$ cat src/rtl/udp_seq_pkg.sv
// udp_seq_pkg: shared types and helpers
// for the programmable primitive bank.
package udp_seq_pkg;

  typedef enum logic [1:0] {
    MODE_COMB   = 2'd0,
    MODE_EDGE   = 2'd1,
    MODE_LATCH  = 2'd2,
    MODE_TOGGLE = 2'd3
  } mode_e;

  function automatic logic tt_lookup(
    input logic [3:0] tt,
    input logic       a,
    input logic       b
  );
    return tt[{a, b}];
  endfunction

endpackage

$ cat src/rtl/udp_seq_cell.sv
// udp_seq_cell: one channel of the bank,
// truth table plus mode-selected next-state.
module udp_seq_cell
  import udp_seq_pkg::*;
#(
  parameter logic [3:0] DEFAULT_TT = 4'b1000
) (
  input  logic       clk,
  input  logic       rst_n,
  input  logic       clr,
  input  logic       eval,
  input  logic       we,
  input  logic [1:0] wmode,
  input  logic [3:0] wtt,
  input  logic       a,
  input  logic       b,
  output logic       q
);

  mode_e      mode;
  logic [3:0] tt;
  logic       a_prev;
  logic       t;
  logic       rise;
  logic       nq;

  assign t    = tt_lookup(tt, a, b);
  assign rise = a & ~a_prev;

  // next q for the current mode
  always_comb begin
    nq = q;
    unique case (1'b1)
      (mode == MODE_COMB):   nq = t;
      (mode == MODE_EDGE):   nq = rise ? b : q;
      (mode == MODE_LATCH):  nq = a ? b : q;
      (mode == MODE_TOGGLE): nq = (rise & t) ? ~q : q;
      default:               nq = q;
    endcase
  end

  // config: written regardless of clr
  always_ff @(posedge clk or negedge rst_n) begin
    if (!rst_n) begin
      mode <= MODE_COMB;
      tt   <= DEFAULT_TT;
    end else if (we) begin
      mode <= mode_e'(wmode);
      tt   <= wtt;
    end
  end

  // channel state: clr beats eval
  always_ff @(posedge clk or negedge rst_n) begin
    if (!rst_n) begin
      q      <= 1'b0;
      a_prev <= 1'b0;
    end else if (clr) begin
      q      <= 1'b0;
      a_prev <= 1'b0;
    end else if (eval) begin
      q      <= nq;
      a_prev <= a;
    end
  end

endmodule

$ cat src/rtl/udp_seq_bank.sv
// udp_seq_bank: NCH programmable 2-input
// primitives with a config write port.
module udp_seq_bank
  import udp_seq_pkg::*;
#(
  parameter int         NCH        = 8,
  parameter logic [3:0] DEFAULT_TT = 4'b1000,
  localparam int        CHW = (NCH > 1) ? $clog2(NCH) : 1
) (
  input  logic           clk,
  input  logic           rst_n,
  input  logic           clr,
  input  logic           in_valid,
  input  logic [NCH-1:0] in_a,
  input  logic [NCH-1:0] in_b,
  output logic           out_valid,
  output logic [NCH-1:0] out_q,
  input  logic           cfg_valid,
  output logic           cfg_ready,
  input  logic [CHW-1:0] cfg_ch,
  input  logic [1:0]     cfg_mode,
  input  logic [3:0]     cfg_tt
);

  logic           acc;
  logic [NCH-1:0] we;

  assign acc = cfg_valid & cfg_ready;

  // ready rises one edge after reset; valid tracks evals
  always_ff @(posedge clk or negedge rst_n) begin
    if (!rst_n) begin
      cfg_ready <= 1'b0;
      out_valid <= 1'b0;
    end else begin
      cfg_ready <= 1'b1;
      out_valid <= in_valid & ~clr;
    end
  end

  for (genvar i = 0; i < NCH; i++) begin : g_ch
    localparam logic [CHW-1:0] IDX = CHW'(i);

    assign we[i] = acc & (cfg_ch == IDX);

    udp_seq_cell #(
      .DEFAULT_TT(DEFAULT_TT)
    ) u_cell (
      .clk  (clk),
      .rst_n(rst_n),
      .clr  (clr),
      .eval (in_valid),
      .we   (we[i]),
      .wmode(cfg_mode),
      .wtt  (cfg_tt),
      .a    (in_a[i]),
      .b    (in_b[i]),
      .q    (out_q[i])
    );
  end

endmodule

$ cat config.mk
export PLATFORM = sky130hd
export DESIGN_NAME = udp_seq_bank
export DESIGN_NICKNAME = d
export VERILOG_FILES = /design/src/rtl/udp_seq_pkg.sv /design/src/rtl/udp_seq_cell.sv /design/src/rtl/udp_seq_bank.sv
export SDC_FILE = /design/constraint.sdc
export NUM_CORES = 1
export LEC_CHECK = 0
export CELL_PAD_IN_SITES_DETAIL_PLACEMENT = 1
export CELL_PAD_IN_SITES_GLOBAL_PLACEMENT = 2
export CORE_MARGIN = 2
export CORE_UTILIZATION = 42
export CTS_BUF_LIST = sky130_fd_sc_hd__clkbuf_8
export DETAILED_ROUTE_END_ITERATION = 10
export GPL_TIMING_DRIVEN = 0
export PLACE_DENSITY = 0.95
export SLEW_MARGIN = 20
export SYNTH_ARGS = -nofsm -noshare
export SYNTH_HDL_FRONTEND = slang
export SYNTH_SLANG_ARGS = --single-unit
$ cat constraint.sdc
create_clock -name clk -period 2.9 [get_ports clk]
set_clock_uncertainty 0.05 [all_clocks]
set_input_delay 0.58 -clock clk [delete_from_list [all_inputs] [get_ports clk]]
set_output_delay 0.58 -clock clk [all_outputs]
set_load 0.05 [all_outputs]
==> metrics.md <==
| Metric | Value |
|---|---|
| Detailed Route Iter0 Violations | `93` |
| Setup TNS | `0 ns` |
| Number of fill cells | `about 950` |
| Launching point of the worst reg2reg path | `g_ch[4].u_cell.mode[0]` |
| Post-synth ARST share | `100%` |
| CTS resizes | `0` |
| Count of hold buffers inserted by post-cts repair | `0` |
| Worst hold path type | `in2async` |
| Max-slew violation count | `0` |
| Drt pass-1 iters | `4` |
| Clock slew at the register clock pins of the worst setup and hold paths | `roughly 0.07 ns` |
| R2R Setup Slk | `between 1 and 1.5 ns` |
| DRC viols | `0` |
| # Post-CTS Setup Buffers | `0` |
| Post-Synthesis Cells | `344` |
| Syn Area/Cell | `~11 um2` |
| Layout cells sized above 1 | `between 20% and 30%` |
| Longest Clk Path Bufs | `2` |
| Area occupied by registers | `0.00166 mm2` |
| Critical path cell sequence | `buf_4 -> clkdlybuf4s50_1` |
| Largest area contributor in the netlist | `dfrtp_1` |
| Final setup vio count | `0` |
| Synth top area share | `38.5%` |
| Overall routed net length | `~9 mm` |
| Tcrit/Tclk final | `77.6%` |
| FP Rows | `34` |
| Most frequent cell after synthesis | `dfrtp_1` |
| CP endpoint kind | `primary output` |
| Leak Pwr | `2.12 nW` |
| Peak supply drop | `approximately 0.00035 V` |
| Crit-path slowest cell | `clkdlybuf4s50_1` |
| Via count | `between 2,000 and 3,000` |
| Number of flops mapped to enable cells by yosys | `0` |
| Vias in the first global route | `between 2,000 and 3,000` |
| R2R depth | `5` |
| WL/cell | `17.9 um` |
| CP Depth | `2` |
| Die area | `0.00975 mm2` |
| Die X | `~99 um` |
| RSZ-0062 raised after global routing | `no` |
| Setup Slack @ Placement | `0.561 ns` |
| Total Routing Usage GR | `19.7%` |
| Synth area leaders | `dfrtp_1 (38%), ha_1 (11%), mux2i_1 (8.0%)` |
| Final net count | `453` |
| # diodes | `0` |
| DP HPWL | `around 6.5 mm` |
| MaxCap Viol Count | `0` |
| Worst Path Arrival | `approximately 1.6 ns` |
| Root Buffer | `clkbuf_8` |
| Outcome | `completed` |
| CTS tree | `yes` |
| Slew @ Worst Pin | `about 0.73 ns` |
| Synthesized area | `between 0.003 and 0.004 mm2` |
| Final ANT Viol Nets | `0` |
| RR Endpoint | `g_ch[4].u_cell.q` |
| First-pass GRT wire length | `approximately 15 mm` |
| Syn Nets | `around 410` |
| Num CTS Buffers | `9` |
| Kind of critical path | `reg2out` |
| Total grt overflow | `0` |
| Buffers on Ports | `35` |
| WP data required | `roughly 2.3 ns` |
| Later-pin clock latency in the skew report | `roughly 0.35 ns` |
| Placed cell area | `approximately 0.0043 mm2` |
| H-tree depth | `3` |
| Ys flop type | `dfrtp_1` |
| Crit-path max FO | `3` |
| Fmax | `~0.44 GHz` |
| Core Util, Final | `between 50% and 60%` |
| Hold Slack | `slightly above 0.03 ns` |
| CP top delay family | `buffers and inverters` |
| Final worst setup slack | `0.649 ns` |
| Design area | `approximately 0.0045 mm2` |
| Number of synthesized register bits | `66` |
| Sequential fraction of the synthesis area | `roughly 44%` |
| IO Count | `40` |
| Layout area overhead | `19.3%` |
| Initial antenna violation count | `0` |
| Starting Density | `approximately 43%` |
| Gpl congestion | `0.791` |
| Startpoint class of the critical path | `flip-flop` |
| Worst Setup SP | `g_ch[1].u_cell.q` |
| # clock sinks | `66` |
| Final Hold Fails | `0` |
| Core Area | `slightly below 0.009 mm2` |
| Yosys warns | `0` |
| Die height | `between 90 and 100 um` |
| Crit-path max cell delay | `0.78 ns` |
| Largest net degree at the start of global routing | `56` |
| Crit path to | `out_q[1]` |
| Crit path time final | `between 2 and 2.5 ns` |
| Unique masters post-synth | `36` |
| Vias per cell | `~5.4` |
| Post-synth top cells | `dfrtp_1 (58), ha_1 (32), inv_1 (30), mux2i_1 (30), nand2_1 (28)` |
| Power Dens Cells | `682 mW/mm2` |
| CP Buf/Inv Count | `2` |
| Max-slew headroom | `51.2%` |
| Multi-input gate area | `0.00189 mm2` |
[power by group]
| group | internal (W) | switching [W] | leakage [nW] |
|---|---|---|---|
| logic | 0.000458 | 0.000487 | 1.19 |
| clock network | 0.000502 | 0.000362 | 0.113 |
| registers | 0.00113 | 0.000133 | 0.810 |
| total | 0.00209 | 0.000983 | 2.12 |
[routing by layer]
| metal | GRT usage [%] | up-vias | wire, um |
|---|---|---|---|
| met5 | 0 | - | 0 |
| met4 | 5.37 | 0 | 102 |
| met3 | 4.40 | 12 | 295 |
| met2 | 34.0 | 48 | 4610 |
| met1 | 25.0 | 1360 | 4020 |
| li1 | - | 1289 | - |
[stage by stage]
stage | cells | power, W
finish | 504 | 0.00307
global route | 504 | 0.00326
CTS | 504 | 0.00311
detailed placement | 488 | 0.00222
global placement | 487 | 0.00216
floorplan | 344 | 0.00193
[logic make-up after synthesis]
group,Yosys count,synth area share (%)
mux,67,20.2
buf+inv,47,5.74
fa+ha+maj,32,10.6
simple gates,89,12.1
other cells,1,0.0995
flops,66,44.1
compound gates,42,7.10
[worst min path at each step]
| stage | end | depth (start not counted) | slack [ns] |
|---|---|---|---|
| after floorplan | cfg_ready | 0 | 0.23 |
| after global placement | g_ch[4].u_cell.tt[2] | 1 | 0.42 |
| after detailed placement | g_ch[0].u_cell.q | 1 | 0.40 |
| after CTS | g_ch[0].u_cell.q | 1 | 0.02 |
| after global routing | g_ch[7].u_cell.q | 1 | 0.02 |
| final | g_ch[0].u_cell.q | 1 | 0.03 |
[flip-flops by register name, summed over array words and instances, names as in the netlist]
register,flops
cfg_ready,1
g_ch.u_cell.mode,16
g_ch.u_cell.tt,32
out_valid,1
g_ch.u_cell.q,8
g_ch.u_cell.a_prev,8
[cell usage in the layout, fill, tap and decap left out, drive strengths merged, types with 8 or more instances in the layout]
| master | netlist | layout |
|---|---|---|
| buf | 11 | 13 |
| clkbuf | 4 | 14 |
| clkdlybuf4s50 | 0 | 34 |
| dfrtp | 58 | 58 |
| dfstp | 8 | 8 |
| ha | 32 | 32 |
| inv | 32 | 33 |
| mux2 | 37 | 37 |
| mux2i | 30 | 30 |
| nand2 | 28 | 28 |
| nand3 | 15 | 15 |
| nand4 | 12 | 12 |
| nor2 | 16 | 16 |
| o21ai | 17 | 17 |
[area by class of cell]
class	count	area share [%]
Sequential cell	66	36.9
Inverter	32	2.67
Multi-Input combinational cell	231	42.0
Timing Repair Buffer	36	8.34
Clock inverter	6	1.81
Clock buffer	10	3.06
Tap cell	108	3.00
Buffer	15	2.14
Power figures use the tool's default switching activity.
